### src/rtl/pipeline_hazard_ctrl_pkg.sv
// Shared types and constants for the MIPS32 pipeline hazard controller.
package mips_pipe_pkg;

  localparam int unsigned REG_W           = 5;
  localparam int unsigned MULDIV_LAT_DEF  = 32;
  localparam int unsigned MEM_TIMEOUT_DEF = 255;
  localparam int unsigned CNT_W_DEF       = 8;

  localparam logic [REG_W-1:0] ZERO_REG = '0;

  typedef enum logic [0:0] {
    RUN      = 1'b0,
    MEM_WAIT = 1'b1
  } mem_state_e;

  typedef struct packed {
    logic stall_pc;
    logic stall_ifid;
    logic stall_idex;
    logic stall_exmem;
    logic stall_memwb;
    logic flush_ifid;
    logic flush_idex;
  } hazard_ctl_t;

  // A load into $zero never creates a dependency.
  function automatic logic load_use_hit(input logic [REG_W-1:0] ex_rt,
                                        input logic [REG_W-1:0] id_rs,
                                        input logic [REG_W-1:0] id_rt,
                                        input logic             uses_rt);
    return (ex_rt != ZERO_REG) &&
           ((ex_rt == id_rs) || (uses_rt && (ex_rt == id_rt)));
  endfunction

endpackage

### src/rtl/pipeline_hazard_ctrl_if.sv
// Datapath <-> hazard controller signal bundle.
interface pipeline_hazard_ctrl_if;

  logic [mips_pipe_pkg::REG_W-1:0] id_rs;
  logic [mips_pipe_pkg::REG_W-1:0] id_rt;
  logic [mips_pipe_pkg::REG_W-1:0] ex_rt;
  logic id_uses_rt;
  logic id_hilo_use;
  logic ex_memread;
  logic ex_branch_taken;
  logic ex_muldiv_start;
  logic mem_req;
  logic mem_ready;

  logic stall_pc;
  logic stall_ifid;
  logic stall_idex;
  logic stall_exmem;
  logic stall_memwb;
  logic flush_ifid;
  logic flush_idex;
  logic muldiv_busy;
  logic err_mem_timeout;

  // Datapath side: supplies hazard sources, consumes stall/flush selects.
  modport master (
    output id_rs, id_rt, ex_rt, id_uses_rt, id_hilo_use, ex_memread,
           ex_branch_taken, ex_muldiv_start, mem_req, mem_ready,
    input  stall_pc, stall_ifid, stall_idex, stall_exmem, stall_memwb,
           flush_ifid, flush_idex, muldiv_busy, err_mem_timeout
  );

  modport slave (
    input  id_rs, id_rt, ex_rt, id_uses_rt, id_hilo_use, ex_memread,
           ex_branch_taken, ex_muldiv_start, mem_req, mem_ready,
    output stall_pc, stall_ifid, stall_idex, stall_exmem, stall_memwb,
           flush_ifid, flush_idex, muldiv_busy, err_mem_timeout
  );

endinterface

### src/rtl/pipeline_hazard_ctrl_muldiv_busy_counter.sv
// Occupancy counter for the multi-cycle mul/div unit.
module muldiv_busy_counter #(
  parameter int unsigned LAT   = 32,
  parameter int unsigned CNT_W = 8
) (
  input  logic clk,
  input  logic rst_n,
  input  logic start_i,
  input  logic hold_i,
  output logic busy_o
);

  logic [CNT_W-1:0] cnt_q;
  logic [CNT_W-1:0] cnt_d;

  // The unit keeps counting through a pipeline freeze; only the start is held off.
  always_comb begin
    cnt_d = cnt_q;
    if (start_i && !hold_i) begin
      cnt_d = CNT_W'(LAT - 1);
    end else if (cnt_q != '0) begin
      cnt_d = cnt_q - CNT_W'(1);
    end
  end

  always_ff @(posedge clk or negedge rst_n) begin
    if (!rst_n) begin
      cnt_q <= '0;
    end else begin
      cnt_q <= cnt_d;
    end
  end

  assign busy_o = (cnt_q != '0);

endmodule

### src/rtl/pipeline_hazard_ctrl.sv
// Central stall/flush controller for the 5-stage MIPS32 pipeline.
module pipeline_hazard_ctrl
  import mips_pipe_pkg::*;
#(
  parameter int unsigned MULDIV_LAT  = MULDIV_LAT_DEF,
  parameter int unsigned MEM_TIMEOUT = MEM_TIMEOUT_DEF,
  parameter int unsigned CNT_W       = CNT_W_DEF
) (
  input  logic                   clk,
  input  logic                   rst_n,
  pipeline_hazard_ctrl_if.slave  bus
);

  mem_state_e       state_q;
  mem_state_e       state_d;
  logic [CNT_W-1:0] wait_cnt_q;
  logic [CNT_W-1:0] wait_cnt_d;
  logic             err_q;
  logic             err_d;

  logic        freeze_c;
  logic        load_use_c;
  logic        hilo_c;
  logic        md_busy;
  hazard_ctl_t ctl_c;

  muldiv_busy_counter #(
    .LAT   (MULDIV_LAT),
    .CNT_W (CNT_W)
  ) u_muldiv_busy_counter (
    .clk     (clk),
    .rst_n   (rst_n),
    .start_i (bus.ex_muldiv_start),
    .hold_i  (freeze_c),
    .busy_o  (md_busy)
  );

  always_ff @(posedge clk or negedge rst_n) begin
    if (!rst_n) begin
      state_q    <= RUN;
      wait_cnt_q <= '0;
      err_q      <= 1'b0;
    end else begin
      state_q    <= state_d;
      wait_cnt_q <= wait_cnt_d;
      err_q      <= err_d;
    end
  end

  // Memory-wait FSM: freeze is Mealy so the first unready cycle already holds.
  always_comb begin
    state_d    = state_q;
    wait_cnt_d = wait_cnt_q;
    err_d      = err_q;
    freeze_c   = 1'b0;
    case (state_q)
      RUN: begin
        if (bus.mem_req && !bus.mem_ready) begin
          freeze_c   = 1'b1;
          state_d    = MEM_WAIT;
          wait_cnt_d = CNT_W'(1);
        end
      end
      MEM_WAIT: begin
        freeze_c = !bus.mem_ready;
        if (wait_cnt_q == CNT_W'(MEM_TIMEOUT)) begin
          err_d = 1'b1;
        end
        if (bus.mem_ready) begin
          state_d    = RUN;
          wait_cnt_d = '0;
        end else if (wait_cnt_q != '1) begin
          wait_cnt_d = wait_cnt_q + CNT_W'(1);
        end
      end
      default: begin
        state_d = RUN;
      end
    endcase
  end

  // Priority: freeze, then taken branch (ID is wrong-path), then bubble insertion.
  always_comb begin
    ctl_c      = '0;
    load_use_c = bus.ex_memread &&
                 load_use_hit(bus.ex_rt, bus.id_rs, bus.id_rt, bus.id_uses_rt);
    hilo_c     = md_busy && bus.id_hilo_use;
    if (freeze_c) begin
      ctl_c.stall_pc    = 1'b1;
      ctl_c.stall_ifid  = 1'b1;
      ctl_c.stall_idex  = 1'b1;
      ctl_c.stall_exmem = 1'b1;
      ctl_c.stall_memwb = 1'b1;
    end else if (bus.ex_branch_taken) begin
      ctl_c.flush_ifid = 1'b1;
      ctl_c.flush_idex = 1'b1;
    end else if (load_use_c || hilo_c) begin
      ctl_c.stall_pc   = 1'b1;
      ctl_c.stall_ifid = 1'b1;
      ctl_c.flush_idex = 1'b1;
    end
  end

  // Outputs are forced low for as long as reset is asserted.
  assign bus.stall_pc        = rst_n & ctl_c.stall_pc;
  assign bus.stall_ifid      = rst_n & ctl_c.stall_ifid;
  assign bus.stall_idex      = rst_n & ctl_c.stall_idex;
  assign bus.stall_exmem     = rst_n & ctl_c.stall_exmem;
  assign bus.stall_memwb     = rst_n & ctl_c.stall_memwb;
  assign bus.flush_ifid      = rst_n & ctl_c.flush_ifid;
  assign bus.flush_idex      = rst_n & ctl_c.flush_idex;
  assign bus.muldiv_busy     = rst_n & md_busy;
  assign bus.err_mem_timeout = rst_n & err_q;

endmodule

### src/flat_wrapper.sv
// flat-port wrapper written by rule: the top's interface ports become plain ports
module pipeline_hazard_ctrl_flat import mips_pipe_pkg::*;
#(
  parameter int unsigned MULDIV_LAT  = MULDIV_LAT_DEF,
  parameter int unsigned MEM_TIMEOUT = MEM_TIMEOUT_DEF,
  parameter int unsigned CNT_W       = CNT_W_DEF
)
  (clk, rst_n, bus_id_rs, bus_id_rt, bus_ex_rt, bus_id_uses_rt, bus_id_hilo_use, bus_ex_memread, bus_ex_branch_taken, bus_ex_muldiv_start, bus_mem_req, bus_mem_ready, bus_stall_pc, bus_stall_ifid, bus_stall_idex, bus_stall_exmem, bus_stall_memwb, bus_flush_ifid, bus_flush_idex, bus_muldiv_busy, bus_err_mem_timeout);
  pipeline_hazard_ctrl_if bus_i ();
  input  logic clk;
  input  logic rst_n;
  input wire logic [$bits(bus_i.id_rs)-1:0] bus_id_rs;
  input wire logic [$bits(bus_i.id_rt)-1:0] bus_id_rt;
  input wire logic [$bits(bus_i.ex_rt)-1:0] bus_ex_rt;
  input wire logic [$bits(bus_i.id_uses_rt)-1:0] bus_id_uses_rt;
  input wire logic [$bits(bus_i.id_hilo_use)-1:0] bus_id_hilo_use;
  input wire logic [$bits(bus_i.ex_memread)-1:0] bus_ex_memread;
  input wire logic [$bits(bus_i.ex_branch_taken)-1:0] bus_ex_branch_taken;
  input wire logic [$bits(bus_i.ex_muldiv_start)-1:0] bus_ex_muldiv_start;
  input wire logic [$bits(bus_i.mem_req)-1:0] bus_mem_req;
  input wire logic [$bits(bus_i.mem_ready)-1:0] bus_mem_ready;
  output wire logic [$bits(bus_i.stall_pc)-1:0] bus_stall_pc;
  output wire logic [$bits(bus_i.stall_ifid)-1:0] bus_stall_ifid;
  output wire logic [$bits(bus_i.stall_idex)-1:0] bus_stall_idex;
  output wire logic [$bits(bus_i.stall_exmem)-1:0] bus_stall_exmem;
  output wire logic [$bits(bus_i.stall_memwb)-1:0] bus_stall_memwb;
  output wire logic [$bits(bus_i.flush_ifid)-1:0] bus_flush_ifid;
  output wire logic [$bits(bus_i.flush_idex)-1:0] bus_flush_idex;
  output wire logic [$bits(bus_i.muldiv_busy)-1:0] bus_muldiv_busy;
  output wire logic [$bits(bus_i.err_mem_timeout)-1:0] bus_err_mem_timeout;
  assign bus_i.id_rs = bus_id_rs;
  assign bus_i.id_rt = bus_id_rt;
  assign bus_i.ex_rt = bus_ex_rt;
  assign bus_i.id_uses_rt = bus_id_uses_rt;
  assign bus_i.id_hilo_use = bus_id_hilo_use;
  assign bus_i.ex_memread = bus_ex_memread;
  assign bus_i.ex_branch_taken = bus_ex_branch_taken;
  assign bus_i.ex_muldiv_start = bus_ex_muldiv_start;
  assign bus_i.mem_req = bus_mem_req;
  assign bus_i.mem_ready = bus_mem_ready;
  assign bus_stall_pc = bus_i.stall_pc;
  assign bus_stall_ifid = bus_i.stall_ifid;
  assign bus_stall_idex = bus_i.stall_idex;
  assign bus_stall_exmem = bus_i.stall_exmem;
  assign bus_stall_memwb = bus_i.stall_memwb;
  assign bus_flush_ifid = bus_i.flush_ifid;
  assign bus_flush_idex = bus_i.flush_idex;
  assign bus_muldiv_busy = bus_i.muldiv_busy;
  assign bus_err_mem_timeout = bus_i.err_mem_timeout;
  pipeline_hazard_ctrl #(.MULDIV_LAT(MULDIV_LAT), .MEM_TIMEOUT(MEM_TIMEOUT), .CNT_W(CNT_W)) u_core (.clk(clk), .rst_n(rst_n), .bus(bus_i));
endmodule
### config.mk
export PLATFORM = sky130hd
export DESIGN_NAME = pipeline_hazard_ctrl_flat
export DESIGN_NICKNAME = d
export VERILOG_FILES = /design/src/rtl/pipeline_hazard_ctrl_pkg.sv /design/src/rtl/pipeline_hazard_ctrl_if.sv /design/src/rtl/pipeline_hazard_ctrl_muldiv_busy_counter.sv /design/src/rtl/pipeline_hazard_ctrl.sv /design/src/flat_wrapper.sv
export SDC_FILE = /design/constraint.sdc
export NUM_CORES = 1
export LEC_CHECK = 0
export ABC_AREA = 1
export CORE_ASPECT_RATIO = 1.2
export CORE_MARGIN = 3
export CORE_UTILIZATION = 49
export CTS_CLUSTER_DIAMETER = 200
export DETAILED_ROUTE_END_ITERATION = 7
export MAX_ROUTING_LAYER = met4
export PLACE_DENSITY = 0.79
export SYNTH_ARGS = -nofsm -noshare
export SYNTH_HDL_FRONTEND = slang
export SYNTH_SLANG_ARGS = --single-unit
### constraint.sdc
create_clock -name clk -period 2.6 [get_ports clk]
set_clock_uncertainty 0.15 [all_clocks]
set_input_delay 0.78 -clock clk [delete_from_list [all_inputs] [get_ports clk]]
set_output_delay 0.78 -clock clk [all_outputs]
set_load 0.005 [all_outputs]
==> results of run 1 <==
[where the power goes]
group          switching [mW]  internal, mW  total [mW]
logic                   0.119         0.111       0.230
registers              0.0187         0.301       0.320
clock network          0.0910        0.0856       0.177
[cell families (layout without fill, tap and decap cells)]
| logic type | count (synthesis) | count (layout) |
|---|---|---|
| simple gates | 110 | 110 |
| flops | 18 | 18 |
| xor+xnor | 1 | 1 |
| buf+inv | 45 | 92 |
| fa+ha+maj | 3 | 3 |
| compound gates | 23 | 23 |
[repair_timing]
item	in CTS	in global routing
pin swaps	27	24
gates cloned	0	0
endpoints found under the setup margin	9	7
gates resized for setup	92	31
setup buffers	3	1
[cell usage in the layout, fill, tap and decap left out, types with 2 or more instances in the layout]
cell type / count
inv_2: 14
ha_1: 2
nand2_2: 5
o211ai_1: 2
nand4_1: 6
dlygate4sd2_1: 4
buf_6: 9
a21oi_1: 5
nor2_2: 3
nand2_1: 44
inv_4: 2
clkbuf_4: 3
nand3_1: 17
nand3_2: 2
nor2_4: 3
buf_4: 14
dfrtp_1: 18
nor3_1: 2
inv_1: 26
o21ai_2: 2
o21ai_1: 7
o21ai_0: 3
nand2_4: 3
nor3_4: 2
buf_2: 8
clkdlybuf4s50_1: 4
nor2_1: 18
clkbuf_2: 6
[synthesized netlist by cell type (all sizes together)]
| cell | n | area share (%) |
|---|---|---|
| nand3 | 20 | 7.9 |
| nand4 | 6 | 2.7 |
| buf | 3 | 1.6 |
| o211ai | 2 | 1.1 |
| nor3b | 1 | 0.54 |
| nor2 | 25 | 8.8 |
| a21oi | 5 | 1.8 |
| o21ai | 12 | 4.9 |
| dfrtp | 18 | 32 |
| o21a | 1 | 1.1 |
| a31oi | 1 | 0.45 |
| nor4 | 1 | 0.90 |
| ha | 3 | 2.7 |
| nor3 | 4 | 3.1 |
| or2 | 1 | 0.45 |
| nand2 | 52 | 16 |
| inv | 42 | 12 |
| o31ai | 2 | 1.4 |
| xnor2 | 1 | 0.63 |
[layer usage]
layer	vias up	share of wire, %
li1	725	-
met1	642	41
met2	23	55
met3	3	2.9
met4	0	0.99
met5	-	0
[sequential cells by signal, summed over array words and instances (netlist names)]
register                            cells
u_core.state_q                          1
u_core.wait_cnt_q                       8
u_core.err_q                            1
u_core.u_muldiv_busy_counter.cnt_q      8
[worst max path at each step]
| stage | from | to | cells after the start |
|---|---|---|---|
| after global routing | bus_ex_rt[0] | bus_stall_pc | 12 |
| after floorplan | bus_mem_ready | bus_stall_pc | 7 |
| after CTS | u_core.u_muldiv_busy_counter.cnt_q[1]$_DFFE_PN0P_ | bus_stall_ifid | 10 |
| after global placement | bus_ex_rt[4] | bus_flush_idex | 12 |
| final | bus_mem_req | bus_stall_pc | 7 |
| after detailed placement | bus_ex_rt[0] | bus_stall_ifid | 12 |
[worst register-to-register path, delay by kind of cell (launching register included)]
family,cells,cell delay [ns]
AO/OA/AOI/OAI,1,0.05
adder cells (fa/ha/maj),1,0.13
buffers and inverters,5,0.38
flip-flops,1,0.40
AND/OR/NAND/NOR,3,0.35
[area by class of cell]
type                            count  area share (%)
Clock buffer                        4            1.95
Inverter                           42            8.75
Multi-Input combinational cell    137            43.4
Sequential cell                    18            24.2
Tap cell                           33            2.22
Timing Repair Buffer               46            19.4
[metrics by stage]
step                instance area (µm²)  total power, mW  instances  setup WS, ns
finish                             1860            0.726        280        0.0271
global route                       1860            0.773        280       -0.0731
global placement                   1820            0.527        274        -0.773
CTS                                1830            0.714        279       -0.0231
detailed placement                 1820            0.529        274        -0.775
floorplan                          1390            0.435        200         0.120
==> out/qor.yml, run 1 <==
clock_network:
  cts.hold.buffers_added: 0
  cts_htree_levels: 1
  root_buffer: "clkbuf_4"
  cts_num_sinks: 18
  clk_pin_slew_ns: 0.11
  cts_buffer_depth: 2
  clock_latency_ns: 0.31
  cts-buffers-inserted: 3
  cts_tree: "built"
synthesis:
  yosys.area_share.simple_pct: 40.4
  synth_warnings: 0
  synth_cell_type_count: 31
  synth_compound_area_share_pct: 10.7
  avgSynthCellArea_um2: 6.95
  synthesis.area_um2: 1390
  synth-adder-area-share_pct: 2.70
  synthXorXnorAreaFrac_pct: 0.630
  syn-num-nets: 227
  yosys_register_bits: 18
  synth-seq-area-share_pct: 32.4
  synthMuxAreaShare_pct: 0
  synth_top_family_by_area: "simple AND/OR/NAND/NOR gates"
  synthCells: 200
worst_setup_path:
  timing.rr.start: "u_core.u_muldiv_busy_counter.cnt_q[1]$_DFFE_PN0P_"
  path_cells: "dlygate4sd2_1 > o21a_4 > inv_1 > nor2_4 > inv_1 > nand2_1 > buf_2"
  cp_common_cell: "inv_1"
  path_max_fanout: 4
  slowest_delay_ns: 0.26
  slowest_stage: "dlygate4sd2_1"
  worstPathArrival_ns: 1.64
  cp_data_required_time_ns: 1.67
  crit_family: "buffers and inverters"
  endpoint_kind: "output pin"
  critical_path_class: "in -> out"
  start_kind: "input pin"
  crit_buf_inv: 4
  r2r_cells: 10
  reg2reg_to: "u_core.u_muldiv_busy_counter.cnt_q[4]$_DFFE_PN0P_"
  reg2reg_slack_ns: 1.04
run_status:
  status: "finished, final reports clean"
timing:
  period_minus_slack_ns: 2.57
  slew_headroom_pct: 83.6
  worstMarginPinSlew_ns: 0.244
  fin_hold_ws_ns: 0.326
  hold_viol: 0
  post-route-period-util_pct: 99.0
  setup_tns_ns: 0
  rsz0062_at_grt: "yes"
  fmax_mhz: 389
  finalSetupViolCount: 0
  final_max_slew_viol_count: 0
placed_design:
  gp_congestion: 0.886
  dp_hpwl_um: 2420
  numPortBuffers: 32
grt:
  use_met2_pct: 36.4
  grt_max_degree: 19
  grt_overflow_total: 0
  grt_pass1_vias: 1319
  antenna_found_initial: 0
  grt-busiest-layer: "met2"
  use_met3_pct: 3.50
  met1_usage_pct: 24.1
  grt_pass1_wl_um: 5430
  grtUsageTotal_pct: 21.2
cells_and_area:
  multi_input_area_um2: 807
  drive_gt1_share_pct: 34.0
  fillers: 220
  fin_nets: 275
  final_util_pct: 70.8
  regArea_um2: 450
  antennaDiodeCount: 0
  area_delta_synth_final_pct: 33.8
run:
  max_cap_violations: 0
pwr:
  vdd_ir_drop_max_uv: 274
  leakage_nw: 0.980
  power.density_nw_per_um2: 391
worst_hold_path:
  hold_class: "in -> async"
drt:
  drc: 0
  dr.pass1.iters: 4
  vias: 1393
  drtAntennaViolNets: 0
  wire_per_inst_um: 11.5
  wirelength_um: 3220
  via_per_inst: 4.98
  initialDrtViolationCount: 29
floorplan:
  core-area_um2: 2630
  die_h_um: 64.3
  start_util_pct: 52.9
  pin_count: 33
  dieArea_um2: 3510
  rows: 20
  die_x_um: 54.6
(Power assumes the default switching activity.)
==> inputs of run 2 (changes only) <==
--- a/config.mk
+++ b/config.mk
@@ -11,6 +11,7 @@
 export CORE_UTILIZATION = 49
 export CTS_CLUSTER_DIAMETER = 200
 export DETAILED_ROUTE_END_ITERATION = 7
+export GPL_ROUTABILITY_DRIVEN = 0
 export MAX_ROUTING_LAYER = met4
 export PLACE_DENSITY = 0.79
 export SYNTH_ARGS = -nofsm -noshare
==> results of run 2 <==
The final DEF is identical to that of run 1; final timing and power are the same.
==> RTL edit 1, RTL diff (settings of run 2) <==
Set the package constant `MEM_TIMEOUT_DEF` to 127 (it was 255).
--- a/src/rtl/pipeline_hazard_ctrl_pkg.sv
+++ b/src/rtl/pipeline_hazard_ctrl_pkg.sv
@@ -5,3 +5,3 @@
   localparam int unsigned MULDIV_LAT_DEF  = 32;
-  localparam int unsigned MEM_TIMEOUT_DEF = 255;
+  localparam int unsigned MEM_TIMEOUT_DEF = 127;
   localparam int unsigned CNT_W_DEF       = 8;
Behaviour: no difference found for any inputs over 10 cycles, from zero or initial values and one cycle with rst_n low; that may be too few to reach the edited logic, so the function may still have changed.
==> RTL edit 1 against run 2 <==
The run now ends with negative setup slack left. Setup slack worse by 0.047 ns. Via count is 0.72% higher. Die area is 2.9% lower. Sequential cell count stayed put. Total power is 8.5% higher. Maximum frequency is 1.8% lower. Cell area is 1.9% lower. Largest power group unchanged. Wire length is 4.8% higher. Area after synthesis is 3.2% lower. Critical endpoint is now bus_flush_idex.
==> RTL edit 1: results (changes against run 2) <==
| Metric | Value |
|---|---|
| Antenna cells | 0 (unchanged) |
| Vias per cell | 4.958 (-0.35%) |
| Total GRT Usage | 21.40% (+0.22 points) |
| Status | finished, violations left |
| Biggest regs | u_core.u_muldiv_busy_counter.cnt_q (8), u_core.wait_cnt_q (8) |
| Hold wc startpoint | u_core.err_q |
| Worst path slowest cell | o21ai_1 |
| Finish-stage setup viols | 3 (+3) |
| Crit path largest cell delay | 0.13 ns (-0.13 ns) |
| Endpoint of the worst-slack reg-to-reg timing path | u_core.wait_cnt_q[7] |
| Yosys cell types | 32 (+3.2%) |
| Post-layout nets | 278 (+1.1%) |
| Hold path depth | 1 |
| Vias in the first global route | 1,381 (+4.7%) |
| R2r startpoint | u_core.wait_cnt_q[0] |
| Syn_nets | 224 (-1.3%) |
| Dominant synthesized flop cell | dfrtp_1 |
| Iteration-0 DRC Markers | 68 (+130%) |
| Largest net degree at the start of global routing | 19 (unchanged) |
| Ys async rst share | 100.0% (unchanged) |
| Worst VDD drop | 0.2929 mV (+6.9%) |
| Critical Path Fanout Max | 4 (unchanged) |
| Root Buffer | clkbuf_4 |
| Final worst setup slack | -0.02026 ns (-0.04737 ns) |
| Routed WL | 3378 µm (+4.8%) |
| Lkg Pwr | 1.005 nW (+2.5%) |
| R2R Setup Slk | 0.89 ns (-0.15 ns) |
| GR Util met1 | 25.11% (+1.0 points) |
| Reg2reg path depth | 10 (unchanged) |
| Clk buf depth | 2 (unchanged) |
| Ys Warns | 0 (unchanged) |
| Setup WS pre-CTS | -0.8162 ns (-0.04092 ns) |
| First-pass GRT wire length | 5437 µm (+0.13%) |
| Initial antenna violation count | 0 (unchanged) |
| Slew headroom | 83.94% (+0.35 points) |
| Clk slew on worst S/H paths | 0.10 ns |
| Synth area leaders | dfrtp_1 (33%), nand2_1 (16%), inv_1 (10%), nor2_1 (5.3%), o21ai_0 (4.1%) |
| Worst endpoint data arrival time | 1.69 ns (+0.05 ns) |
| Num CTS Buffers | 3 (unchanged) |
| Hold_ws | 0.3302 ns (+0.004616 ns) |
| DR pass1 iterations | 4 (unchanged) |
| PortBufs | 32 (unchanged) |
| Worst hold endpoint | u_core.err_q |
| Failing checks | negative setup slack |
| Htree depth | 1 (unchanged) |
| Synth cell count leaders | nand2_1 (57), inv_1 (36), nor2_1 (19), dfrtp_1 (18), o21ai_0 (11) |
| Layout cells sized above 1 | 30.80% (-3.2 points) |
| Min-Delay Path Class | register to register |
| Global Route met2 Usage | 35.45% (-0.94 points) |
| Grt met3 use | 3.073% (-0.42 points) |
| HPWL after DPL | 2539 µm (+4.8%) |
| Fill cells | 218 (-0.91%) |
| Sequential share of the synthesized area | 33.49% (+1.1 points) |
| Clk Latency, worst-skew pair | 0.30 ns |
## RTL edit 1: cell families (layout without fill, tap and decap cells)
group                    Yosys count  in the layout  synth area share (%)
flip-flops                        18             18                 33.49
adder cells (fa/ha/maj)            3              3                 2.791
buffers and inverters             46             99                 13.86
AND/OR/NAND/NOR                  103            103                 36.37
XOR/XNOR                           5              5                 3.256
AO/OA/AOI/OAI                     22             22                 10.23
## RTL edit 1: metrics by stage
stage                     instances  setup TNS, ns
after floorplan                 197              0
after global placement          271         -5.637
after detailed placement        271         -5.831
after CTS                       278              0
after global routing            283        -0.3522
final                           283       -0.04894
## RTL edit 1: cell type report
type | instances | area, µm² | area share (%)
Inverter | 43 | 166.4 | 9.122
Clock buffer | 4 | 36.28 | 1.989
Tap cell | 33 | 41.29 | 2.263
Timing Repair Buffer | 52 | 384.1 | 21.06
Sequential cell | 18 | 450.4 | 24.69
Multi-Input combinational cell | 133 | 745.7 | 40.88
## RTL edit 1: power by group
part           internal, mW  switching, mW  total [mW]
logic                 0.129          0.148       0.277
clock network        0.0855         0.0897       0.175
registers             0.311         0.0248       0.336
## RTL edit 1: worst max path at each step
| stage | end | cells past startpoint | startpoint | slack [ns] |
|---|---|---|---|---|
| floorplan | bus_stall_pc | 8 | bus_mem_ready | 0.16 |
| detailed placement | bus_flush_idex | 12 | bus_ex_rt[4] | -0.82 |
| global route | bus_stall_ifid | 10 | u_core.u_muldiv_busy_counter.cnt_q[0] | -0.12 |
| global placement | bus_stall_ifid | 12 | bus_ex_rt[4] | -0.76 |
| CTS | bus_stall_pc | 11 | bus_ex_rt[0] | 0.0004 |
| finish | bus_flush_idex | 11 | bus_ex_rt[0] | -0.02 |
## RTL edit 1: metal layers
layer | up-vias | wire length [µm]
met4 | 0 | 65
met3 | 6 | 142
met1 | 647 | 1376
met2 | 34 | 1793
met5 | - | 0
li1 | 716 | -
## RTL edit 1: critical path: cells and delay by family
kind,cells,cell delay (ns)
and+or+nand+nor,5,0.33
buffers and inverters,5,0.45
AOI/OAI and AO/OA,1,0.13
## RTL edit 1: what timing repair did
action	4_1_cts	5_1_grt
hold buffers	0	0
setup buffers	3	5
gates resized for setup	92	21
pin swaps	25	17
hold endpoints to repair	0	0
setup endpoints to repair	9	8
==> RTL edit 2, RTL diff (config.mk and constraints of run 2) <==
Made on the original files. Register the output `bus.err_mem_timeout`, without a reset; this adds one clock of latency there.
--- a/src/rtl/pipeline_hazard_ctrl.sv
+++ b/src/rtl/pipeline_hazard_ctrl.sv
@@ -112,3 +112,5 @@
   assign bus.muldiv_busy     = rst_n & md_busy;
-  assign bus.err_mem_timeout = rst_n & err_q;
+  always_ff @(posedge clk) begin
+    bus.err_mem_timeout <= rst_n & err_q;
+  end
 
Formal check against the unedited RTL: same outputs for any inputs over 10 cycles, from zero or initial values and one cycle with rst_n low; that may be too few to reach the edited logic, so the function may still have changed.
==> RTL edit 2 against run 2 <==
The run now ends with negative setup slack left. Sequential cell count grew 1. Combinational power grew 11%. Setup slack got worse by 0.076 ns. Critical endpoint is now bus_flush_idex. Cell area rose by 5.4%. Total power grew 3.3%. Sequential power increased by 5%. Maximum frequency decreased by 2.9%. Non-clock buffer count increased by 24. Highest routed layer unchanged. Area after synthesis fell by 4.6%. Wire length up 33%.
==> RTL edit 2: results (changes against run 2) <==
| Metric | Value |
|---|---|
| Total GRT Usage | 26.66% (+5.5 points) |
| Failing checks | negative setup slack |
| Min-Delay Path Class | register to register |
| Synth area leaders | dfrtp_1 (34%), nand2_1 (15%), inv_1 (9.9%), nand3_1 (6.8%), nor2_1 (6.5%) |
| Vias | 1,546 (+11%) |
| Final worst setup slack | -0.04886 ns (-0.07598 ns) |
| R2R Setup Slk | 0.13 ns (-0.91 ns) |
| Status | finished, violations left |
| Synth cell count leaders | nand2_1 (53), inv_1 (35), nor2_1 (23), dfrtp_1 (18), nand3_1 (18) |
| Vias per cell | 5.136 (+3.2%) |
| R2r startpoint | u_core.state_q |
| Post-layout nets | 296 (+7.6%) |
| Yosys cell types | 29 (-6.5%) |
| Post-Synth Adder-Cell Area | 2.830% (+0.13 points) |
| Buffers excl. clock | 70 (+52%) |
| Fill cells | 193 (-12%) |
| HPWL after DPL | 2691 µm (+11%) |
| Lkg Pwr | 1.045 nW (+6.6%) |
| GR Util met1 | 25.61% (+1.5 points) |
| Share of the synthesized area in the top cell type | 33.96% (+1.6 points) |
| CLK BUF | 3 (-1) |
| Sequential share of the synthesized area | 35.47% (+3.1 points) |
| Worst path top cell family by delay | simple AND/OR/NAND/NOR gates |
| Worst endpoint data arrival time | 1.72 ns (+0.08 ns) |
| Post-synthesis xor/xnor area fraction | 2.642% (+2.0 points) |
| Worst VDD drop | 0.3600 mV (+31%) |
| Final Cell Area | 0.001959 mm² (+5.4%) |
| Placed inst area | 0.001748 mm² (-3.9%) |
| Finish-stage setup viols | 3 (+3) |
| CP endpoint | bus_flush_idex |
| Placed Instances | 270 (-1.5%) |
## RTL edit 2: cell types whose count changed in the layout (fill, tap and decap cells not counted), moves of 3 or more
cell            run 2  this run
buf_2               8        11
buf_4              14        37
buf_6               9         4
nand2_1            44        47
nor2_1             18        21
## RTL edit 2: report_power, final
part	internal, mW	total (mW)	switching (mW)
clock network	0.0576	0.158	0.101
logic	0.127	0.255	0.129
registers	0.317	0.337	0.0199
total	0.501	0.750	0.249
## RTL edit 2: kinds of logic (layout without fill, tap and decap cells)
| logic type | count (synthesis) | after routing |
|---|---|---|
| AO/OA/AOI/OAI | 17 | 17 |
| XOR/XNOR | 4 | 4 |
| adder cells (fa/ha/maj) | 3 | 3 |
| buffers and inverters | 41 | 112 |
| flip-flops | 19 | 19 |
| AND/OR/NAND/NOR | 113 | 113 |
## RTL edit 2: worst min-delay path: stages (launching register included)
cell	delay (ns)
dfrtp_1	0.38
nand2_1	0.06
inv_1	0.05
